<file path="src/rtl/proc_pkg.sv">
// Shared processor definitions: register destination codes used by the
// register bank and the bus multiplexer.
package proc_pkg;

    localparam logic [3:0] SEL_RA = 4'b0000;
    localparam logic [3:0] SEL_RB = 4'b0001;
    localparam logic [3:0] SEL_RC = 4'b0010;
    localparam logic [3:0] SEL_R1 = 4'b0011;
    localparam logic [3:0] SEL_R2 = 4'b0100;
    localparam logic [3:0] SEL_R3 = 4'b0101;
    localparam logic [3:0] SEL_DR = 4'b0110;
    localparam logic [3:0] SEL_AC = 4'b1001;
    localparam logic [3:0] SEL_PC = 4'b1010;

    function automatic logic isValidSel(input logic [3:0] sel);
        logic ok;
        ok = 1'b0;
        case (sel)
            SEL_RA, SEL_RB, SEL_RC, SEL_R1, SEL_R2,
            SEL_R3, SEL_DR, SEL_AC, SEL_PC: ok = 1'b1;
            default:                        ok = 1'b0;
        endcase
        return ok;
    endfunction

endpackage

</file>
<file path="src/rtl/bank_reg.sv">
// Single WIDTH-bit storage register with load enable and a parameterised
// value applied by the asynchronous active-low reset.
module bank_reg #(
    parameter int               WIDTH     = 16,
    parameter logic [WIDTH-1:0] RESET_VAL = '0
) (
    input  logic             clk,
    input  logic             rst_n,
    input  logic             load_i,
    input  logic [WIDTH-1:0] d_i,
    output logic [WIDTH-1:0] q_o
);

    logic [WIDTH-1:0] value_q;

    always_ff @(posedge clk or negedge rst_n) begin
        if (!rst_n) begin
            value_q <= RESET_VAL;
        end else if (load_i) begin
            value_q <= d_i;
        end
    end

    assign q_o = value_q;

endmodule

</file>
<file path="src/rtl/register_bank.sv">
// Processor register bank: nine bus-loadable registers plus DR/AC/PC side
// controls. Optional AC zero flag enabled with macro REG_BANK_ZFLAG_EN.
module register_bank
    import proc_pkg::*;
#(
    parameter int               WIDTH    = 16,
    parameter logic [WIDTH-1:0] PC_RESET = '0
) (
    input  logic             clk,
    input  logic             rst_n,
    input  logic [WIDTH-1:0] bus_in,
    input  logic [3:0]       load_sel,
    input  logic             load_en,
    input  logic [WIDTH-1:0] mem_data,
    input  logic             dr_mem_load,
    input  logic             pc_inc,
    input  logic             ac_clr,
    output logic [WIDTH-1:0] DR,
    output logic [WIDTH-1:0] R1,
    output logic [WIDTH-1:0] R2,
    output logic [WIDTH-1:0] R3,
    output logic [WIDTH-1:0] RA,
    output logic [WIDTH-1:0] RB,
    output logic [WIDTH-1:0] RC,
    output logic [WIDTH-1:0] AC,
    output logic [WIDTH-1:0] PC,
`ifdef REG_BANK_ZFLAG_EN
    output logic             ac_zero,
`endif
    output logic             load_err
);

    localparam int NUM_SIMPLE = 6;
    localparam logic [3:0] SIMPLE_CODES [NUM_SIMPLE] =
        '{SEL_RA, SEL_RB, SEL_RC, SEL_R1, SEL_R2, SEL_R3};

    logic [WIDTH-1:0] simple_q [NUM_SIMPLE];

    // Registers with no side controls load only from the bus.
    for (genvar i = 0; i < NUM_SIMPLE; i++) begin : g_simple
        bank_reg #(.WIDTH(WIDTH), .RESET_VAL('0)) u_reg (
            .clk    (clk),
            .rst_n  (rst_n),
            .load_i (load_en && (load_sel == SIMPLE_CODES[i])),
            .d_i    (bus_in),
            .q_o    (simple_q[i])
        );
    end

    assign RA = simple_q[0];
    assign RB = simple_q[1];
    assign RC = simple_q[2];
    assign R1 = simple_q[3];
    assign R2 = simple_q[4];
    assign R3 = simple_q[5];

    logic             busDr;
    logic             busAc;
    logic             busPc;
    logic             dr_load;
    logic             ac_load;
    logic             pc_load;
    logic [WIDTH-1:0] dr_d;
    logic [WIDTH-1:0] ac_d;
    logic [WIDTH-1:0] pc_d;
    logic             load_err_d;
    logic             load_err_q;

    // Side controls win over the bus for DR and AC; a bus load wins over increment for PC.
    always_comb begin
        busDr      = load_en && (load_sel == SEL_DR);
        busAc      = load_en && (load_sel == SEL_AC);
        busPc      = load_en && (load_sel == SEL_PC);
        dr_load    = dr_mem_load || busDr;
        dr_d       = dr_mem_load ? mem_data : bus_in;
        ac_load    = ac_clr || busAc;
        ac_d       = ac_clr ? '0 : bus_in;
        pc_load    = busPc || pc_inc;
        pc_d       = busPc ? bus_in : PC + WIDTH'(1);
        load_err_d = load_en && !isValidSel(load_sel);
    end

    bank_reg #(.WIDTH(WIDTH), .RESET_VAL('0)) u_dr (
        .clk    (clk),
        .rst_n  (rst_n),
        .load_i (dr_load),
        .d_i    (dr_d),
        .q_o    (DR)
    );

    bank_reg #(.WIDTH(WIDTH), .RESET_VAL('0)) u_ac (
        .clk    (clk),
        .rst_n  (rst_n),
        .load_i (ac_load),
        .d_i    (ac_d),
        .q_o    (AC)
    );

    bank_reg #(.WIDTH(WIDTH), .RESET_VAL(PC_RESET)) u_pc (
        .clk    (clk),
        .rst_n  (rst_n),
        .load_i (pc_load),
        .d_i    (pc_d),
        .q_o    (PC)
    );

    always_ff @(posedge clk or negedge rst_n) begin
        if (!rst_n) begin
            load_err_q <= 1'b0;
        end else begin
            load_err_q <= load_err_d;
        end
    end

    assign load_err = load_err_q;

`ifdef REG_BANK_ZFLAG_EN
    logic [WIDTH-1:0] ac_next;
    logic             ac_zero_d;
    logic             ac_zero_q;

    // Flag tracks the value AC takes on this edge, so it never lags AC.
    always_comb begin
        ac_next   = ac_load ? ac_d : AC;
        ac_zero_d = (ac_next == '0);
    end

    always_ff @(posedge clk or negedge rst_n) begin
        if (!rst_n) begin
            ac_zero_q <= 1'b1;
        end else begin
            ac_zero_q <= ac_zero_d;
        end
    end

    assign ac_zero = ac_zero_q;
`endif

endmodule

</file>
<file path="config.mk">
export PLATFORM = sky130hd
export DESIGN_NAME = register_bank
export DESIGN_NICKNAME = d
export VERILOG_FILES = /design/src/rtl/proc_pkg.sv /design/src/rtl/bank_reg.sv /design/src/rtl/register_bank.sv
export SDC_FILE = /design/constraint.sdc
export NUM_CORES = 1
export LEC_CHECK = 0
export CAP_MARGIN = 20
export CORE_MARGIN = 3
export CORE_UTILIZATION = 49
export DETAILED_ROUTE_END_ITERATION = 7
export GPL_TIMING_DRIVEN = 0
export PLACE_DENSITY = 0.77
export SKIP_LAST_GASP = 1
export SLEW_MARGIN = 20
export SYNTH_ARGS = -nofsm -noshare
export SYNTH_HDL_FRONTEND = slang
export SYNTH_HIERARCHICAL = 1
export SYNTH_SLANG_ARGS = --single-unit
</file>
<file path="constraint.sdc">
create_clock -name clk -period 2.01 [get_ports clk]
set_input_delay 0.201 -clock clk [delete_from_list [all_inputs] [get_ports clk]]
set_output_delay 0.201 -clock clk [all_outputs]
set_load 0.01 [all_outputs]
</file>
==> flow_metrics.env, run 1 <==
export IMPL_yosys_area_share_simple=0.05985
export IMPL_finalSetupTns_ps=0
export IMPL_synth_edff_count=0
export IMPL_grt_start_max_net_pins=86
export IMPL_postLayoutCoreUtil=0.7105
export IMPL_die_x_um=123.9
export IMPL_drtIter0Drc=217
export IMPL_cts_tree="yes"
export IMPL_drt_pass1_iter_count=4
export IMPL_synthXorXnorAreaFrac=0.01671
export IMPL_grt_overflow=0
export IMPL_ys_seq_area_frac=0.5324
export IMPL_first_global_vias=4606
export IMPL_grt_setup_unrepaired="false"
export IMPL_die_h_um=123.9
export IMPL_min_path_cells=2
export IMPL_hpwlAfterDp_um=11840
export IMPL_row_count=42
export IMPL_htreeDepth=4
export IMPL_r2r_cells=6
export IMPL_end_kind="flip-flop"
export IMPL_antenna_cells=0
export IMPL_final_min_clock_period_ps=1928
export IMPL_cap_violations=0
export IMPL_yosys_cell_count_top_type="dfrtp_1"
export IMPL_port_buffers=183
export IMPL_finalSetupViolations=0
export IMPL_crit_family="buffers and inverters"
export IMPL_cp_max_fo=10
export IMPL_skew_ps=6.074
export IMPL_period_share=0.9594
export IMPL_cpPeakStageDelay_ps=460
export IMPL_fin_hold_ws_ps=137.8
export IMPL_grt_pass1_wl_um=26180
export IMPL_ys_flop_type="dfrtp_1"
export IMPL_path_class="primary input to flip-flop"
export IMPL_coreArea_um2=13400
export IMPL_clkSlewWorstSetupHoldPaths_ps=60
export IMPL_io_pins=187
export IMPL_dieArea_um2=15360
export IMPL_cts_buffers=17
export IMPL_vias_per_cell=5.190
export IMPL_final_hold_violation_count=0
export IMPL_clock_latency_ps=410
export IMPL_synth_top_family_by_area="multiplexers"
export IMPL_slew_violations=0
export IMPL_slew_headroom=0.6378
export IMPL_r2r_end="u_pc/q_o[14]"
export IMPL_finalNetCount=698
export IMPL_grt_antenna_before_repair=0
export IMPL_arrival_ps=2220
export IMPL_min_from="load_en"
export IMPL_fmax_mhz=518.6
export IMPL_area_delta_synth_final_pct=39.69
export IMPL_synthDistinctLibCells=32
export IMPL_crit_chain="clkdlybuf4s50_1 -> inv_1 -> ha_1 -> nand4b_1 -> buf_4 -> nand2b_1 -> buf_6 -> buf_12 -> mux2_4"
export IMPL_netlist_area_um2=6815
export IMPL_regToRegStartpoint="u_pc/q_o[0]"
export IMPL_worst_pin_slew_ps=543.2
export IMPL_cp_slowest_cell="clkdlybuf4s50_1"
export IMPL_synthCells=446
export IMPL_ir_drop_mv=0.7071
export IMPL_worst_ep_required_time_ps=2300
export IMPL_drc=0
export IMPL_yosys_top_cells_area="dfrtp_1 (53%), mux2_4 (20%), mux2_2 (12%)"
export IMPL_muxShareOfSynthArea=0.3139
export IMPL_min_to="load_err"
export IMPL_clock_root_buffer="clkbuf_16"
export IMPL_n_fill_cell=938
export IMPL_netlist_top_cells_count="dfrtp_1 (145), mux2_4 (90), mux2_2 (70), nor2_1 (20), nor2b_1 (16)"
export IMPL_ant_nets=0
export IMPL_drive_above_1_share=0.3303
export IMPL_worst_path_buf_inv=5
export IMPL_yosysWarnings=6
export IMPL_cellPowerDensity_nw_per_um2=1160
export IMPL_synth_top_area_cell="dfrtp_1"
export IMPL_ff2ff_setup_slack_ps=190
export IMPL_wl_per_cell_um=19.97
export IMPL_synth_compound_area_share=0.01781
export IMPL_synth_fa_ha_area_frac=0.009179
export IMPL_cts_buffer_depth=2
export IMPL_synth_fp_nets=493
export IMPL_cts_sink_count=145
export IMPL_p_leak_nw=4.142
export IMPL_vias=4354
export IMPL_ys_ff_latch=145
export IMPL_status="finished, final reports clean"
export IMPL_synth_top_area_frac=0.5324
export IMPL_hold_class="primary input to flip-flop"
export IMPL_start_util=0.5086
export IMPL_startpoint_type="primary input"
export IMPL_ys_async_sr_fraction=1.000
export IMPL_grt_usage=0.2268
export IMPL_gp_congestion=0.8220
export IMPL_wirelength_um=16750
export IMPL_synth_area_per_cell_um2=15.28
==> metal layers <==
| metal | up-vias | wire (µm) | global-route usage |
|---|---|---|---|
| met5 | - | 0 | 0 |
| met4 | 0 | 99 | 0.05065 |
| met3 | 9 | 1425 | 0.08084 |
| met2 | 168 | 7987 | 0.3619 |
| met1 | 2211 | 7239 | 0.3000 |
| li1 | 1966 | - | - |
==> per-stage QoR <==
stage | total power [mW] | setup slack (ps) | cell area [µm²] | instances
after CTS | 11.12 | 40.61 | 9510 | 838
after global routing | 11.57 | 0.7354 | 9520 | 839
final | 11.04 | 81.60 | 9520 | 839
after detailed placement | 7.871 | -565.7 | 8900 | 806
after global placement | 7.742 | -4893 | 8867 | 805
after floorplan | 5.917 | 332.9 | 6815 | 446
==> where the power goes <==
| group | internal [mW] | total, mW | switching [mW] |
|---|---|---|---|
| combinational | 2.29 | 3.60 | 1.30 |
| clock | 2.08 | 3.21 | 1.14 |
| sequential | 3.61 | 4.24 | 0.625 |
==> cells in the final DEF (no fill, tap or decap), drive strengths merged <==
cell type      instances
nand3                  6
a21oi                 14
buf                   25
nor2                  20
a21boi                 1
clkdlybuf4s50        182
ha                     5
o21bai                 1
o211ai                 1
xnor2                 11
mux2                 160
a31o                   1
clkbuf                30
dlygate4sd3            1
nor4                   3
nand2b                 3
nand4                  3
clkinv                 2
nand2                  8
nor2b                 16
o21ai                  2
xor2                   2
nor3                   8
dfrtp                145
nand4b                 1
inv                    7
and3                   1
bufinv                 3
a41o                   1
==> worst max path at each step <==
stage                               end  cells past startpoint  slack, ps   startpoint
3_5_place_dp               u_pc/q_o[14]                      9       -570  load_sel[0]
2_1_floorplan              u_pc/q_o[10]                      8        330  load_sel[0]
3_3_place_gp   g_simple[4].u_reg/q_o[0]                      1      -4890        rst_n
6_report                    u_pc/q_o[5]                      9         80  load_sel[0]
5_1_grt                    u_pc/q_o[14]                      9        0.7  load_sel[0]
4_1_cts                    u_pc/q_o[14]                      9         40  load_sel[0]
==> state kept, by name, indices dropped and copies added, names as in the netlist <==
name / flops
u_dr/q_o: 16
u_pc/q_o: 16
g_simple.u_reg/q_o: 96
load_err: 1
u_ac/q_o: 16
==> final cells by class <==
cell class / instances / area, µm² / share of cell area
flip-flops and latches: 145 / 3628 / 0.3811
multi-input cells: 268 / 2845 / 0.2989
repair buffers: 186 / 1882 / 0.1977
clock buffers: 26 / 499.2 / 0.05244
plain buffers: 26 / 319.1 / 0.03351
well taps: 176 / 220.2 / 0.02313
clock inverters: 5 / 100.1 / 0.01051
inverters: 7 / 26.28 / 0.002760
==> timing repair <==
action	CTS	global route
endpoints found under the setup margin	10	10
setup buffers	0	1
hold endpoints to repair	60	0
gates cloned	0	0
resized for setup	1	3
hold buffers	1	0
==> logic make-up (layout without fill, tap and decap cells) <==
logic type,after synthesis,after routing
compound gates,21,21
buf+inv,33,250
fa+ha+maj,5,5
simple gates,69,69
flops,145,145
xor+xnor,13,13
mux,160,160
Note: power is estimated with default switching activity, not from simulation.
==> inputs of run 2 (changes only) <==
--- a/config.mk
+++ b/config.mk
@@ -6,7 +6,7 @@
 export NUM_CORES = 1
 export LEC_CHECK = 0
 export CAP_MARGIN = 20
-export CORE_MARGIN = 3
+export CORE_MARGIN = 2
 export CORE_UTILIZATION = 49
 export DETAILED_ROUTE_END_ITERATION = 7
 export GPL_TIMING_DRIVEN = 0
==> run 2 against run 1 <==
Effect of this change:
- clock power is 2% higher
- critical endpoint is now u_pc/q_o[14]
- critical path type is now flip-flop to flip-flop
- flip-flop and latch count unchanged
- wire length increased by 0.30%
- die area down 3.2%
- total power is 0.49% higher
- highest routed layer unchanged
- fmax grew 0.38%
- final cell count increased by 0.60%
==> flow_metrics.env, run 2 (same netlist as run 1, synthesis figures left out) <==
export IMPL_status="finished, final reports clean"
export IMPL_path_class="flip-flop to flip-flop"
export IMPL_wl_met2_um=7882
export IMPL_cap_violations=0
export IMPL_setup_ws_ps=88.87
export IMPL_drive_above_1_share=0.3358
export IMPL_drc=0
export IMPL_cts_tree="yes"
export IMPL_startpoint_type="flip-flop"
export IMPL_area_delta_synth_final_pct=40.02
export IMPL_cts_buffer_depth=2
export IMPL_p_leak_nw=4.155
export IMPL_gp_congestion=0.7936
export IMPL_cellPowerDensity_nw_per_um2=1163
export IMPL_end_kind="flip-flop"
export IMPL_dr_wl_met3_um=1337
export IMPL_place_ws_ps=-544.2
export IMPL_die_x_um=121.9
export IMPL_n_fill_cell=968
export IMPL_first_global_vias=4576
export IMPL_worst_pin_slew_ps=570.3
export IMPL_dieArea_um2=14870
export IMPL_r2r_end="u_pc/q_o[14]"
export IMPL_wirelength_um=16800
export IMPL_min_from="load_en"
export IMPL_grt_antenna_before_repair=0
export IMPL_die_h_um=121.9
export IMPL_ant_nets=0
export IMPL_regToRegStartpoint="u_pc/q_o[0]"
export IMPL_cts_sink_count=145
export IMPL_hpwlAfterDp_um=11880
export IMPL_grt_overflow=0
export IMPL_hold_class="primary input to flip-flop"
export IMPL_vias=4402
export IMPL_fmax_mhz=520.5
export IMPL_period_share=0.9558
export IMPL_clkSlewWorstSetupHoldPaths_ps=60
export IMPL_design_area_um2=9543
export IMPL_grt_setup_unrepaired="false"
export IMPL_vias_per_cell=5.216
export IMPL_wl_met1_um=7389
export IMPL_r2r_cells=6
export IMPL_row_count=43
export IMPL_grt_start_max_net_pins=78
export IMPL_maxUsedRoutingLayer="met4"
export IMPL_cts_buffers=17
export IMPL_dpl_cell_area_um2=8905
export IMPL_final_common_cell="clkdlybuf4s50_1"
export IMPL_clock_latency_ps=420
export IMPL_finalNetCount=699
export IMPL_min_to="load_err"
export IMPL_htreeDepth=4
export IMPL_final_min_clock_period_ps=1921
export IMPL_coreArea_um2=13720
export IMPL_skew_ps=4.184
export IMPL_io_pins=187
export IMPL_start_util=0.4968
export IMPL_largest_register_ffs=96
export IMPL_antenna_cells=0
export IMPL_ir_drop_mv=0.6981
export IMPL_power_total_mw=11.10
export IMPL_drtIter0Drc=210
export IMPL_finalSetupViolations=0
export IMPL_mostFrequentLayoutCells="clkdlybuf4s50_1 (182), dfrtp_1 (145), mux2_4 (90), mux2_2 (70), nor2_1 (20)"
export IMPL_drt_pass1_iter_count=4
export IMPL_cp_max_fo=6
export IMPL_grt_pass1_wl_um=25990
export IMPL_wl_per_cell_um=19.91
export IMPL_port_buffers=183
export IMPL_min_path_cells=2
export IMPL_slew_headroom=0.6198
export IMPL_final_hold_violation_count=0
export IMPL_ff2ff_setup_slack_ps=90
export IMPL_clock_root_buffer="clkbuf_16"
export IMPL_grt_usage=0.2342
export IMPL_worst_ep_required_time_ps=2310
export IMPL_slew_violations=0
export IMPL_arrival_ps=2220
run 2: cell count changes in the layout (fill, tap and decap cells not counted):
cell,previous run,this run
bufinv_16,3,4
clkbuf_8,4,1
clkinv_4,0,2
clkinv_2,2,5
clkbuf_4,0,1
clkbuf_1,9,6
run 2: through the flow:
step,utilization,hold slack (ps),instances,setup TNS [ps]
after floorplan,-,-94.59,446,0
after global placement,0.6467,490.2,809,-718430
after detailed placement,0.6491,191.8,810,-10710
after CTS,0.6943,125.2,842,0
after global routing,0.6956,141.0,844,0
final,0.6956,141.7,844,0
run 2: worst max path at each step:
stage          slack (ps)  cells after the start        start                       end
2_1_floorplan         330                      8  load_sel[0]              u_pc/q_o[10]
3_3_place_gp        -4900                      1        rst_n  g_simple[4].u_reg/q_o[3]
3_5_place_dp         -540                      9  load_sel[0]              u_pc/q_o[14]
4_1_cts                70                      9  load_sel[0]              u_pc/q_o[14]
5_1_grt                10                      6  u_pc/q_o[0]              u_pc/q_o[14]
6_report               90                      6  u_pc/q_o[0]              u_pc/q_o[14]
run 2: critical path: stages (launching register included):
cell,delay [ps]
dfrtp_1,420
ha_1,240
nand3_2,150
nor4_2,360
xnor2_1,180
a21oi_1,140
mux2_4,310
run 2: report_power, final:
part	switching [mW]	leakage, nW	internal, mW
sequential	0.630	1.77	3.61
combinational	1.30	2.08	2.29
clock	1.18	0.303	2.09
total	3.10	4.15	8.00
run 2: layout make-up:
type / count / area, µm² / area share
repair buffers: 187 / 1889 / 0.1980
plain buffers: 26 / 319.1 / 0.03343
clock inverters: 11 / 162.7 / 0.01704
well taps: 180 / 225.2 / 0.02360
flip-flops and latches: 145 / 3628 / 0.3802
inverters: 7 / 26.28 / 0.002753
multi-input cells: 268 / 2845 / 0.2982
clock buffers: 20 / 446.7 / 0.04681
run 2: timing repair:
| action | CTS | global route |
|---|---|---|
| endpoints found under the setup margin | 10 | 10 |
| resized for setup | 1 | 2 |
| endpoints found under the hold margin | 68 | 0 |
| hold buffers | 1 | 0 |
| buffers inserted | 0 | 2 |
run 2: metal layers:
metal	track usage	vias up
li1	-	1970
met1	0.3094	2259
met2	0.3638	155
met3	0.08661	18
met4	0.06753	0
met5	0	-
==> inputs of run 3 (changes only) <==
--- a/config.mk
+++ b/config.mk
@@ -8,6 +8,7 @@
 export CAP_MARGIN = 20
 export CORE_MARGIN = 2
 export CORE_UTILIZATION = 49
+export CTS_CLUSTER_DIAMETER = 50
 export DETAILED_ROUTE_END_ITERATION = 7
 export GPL_TIMING_DRIVEN = 0
 export PLACE_DENSITY = 0.77
==> results of run 3 <==
Final layout, timing and power as in run 2 (identical DEF).
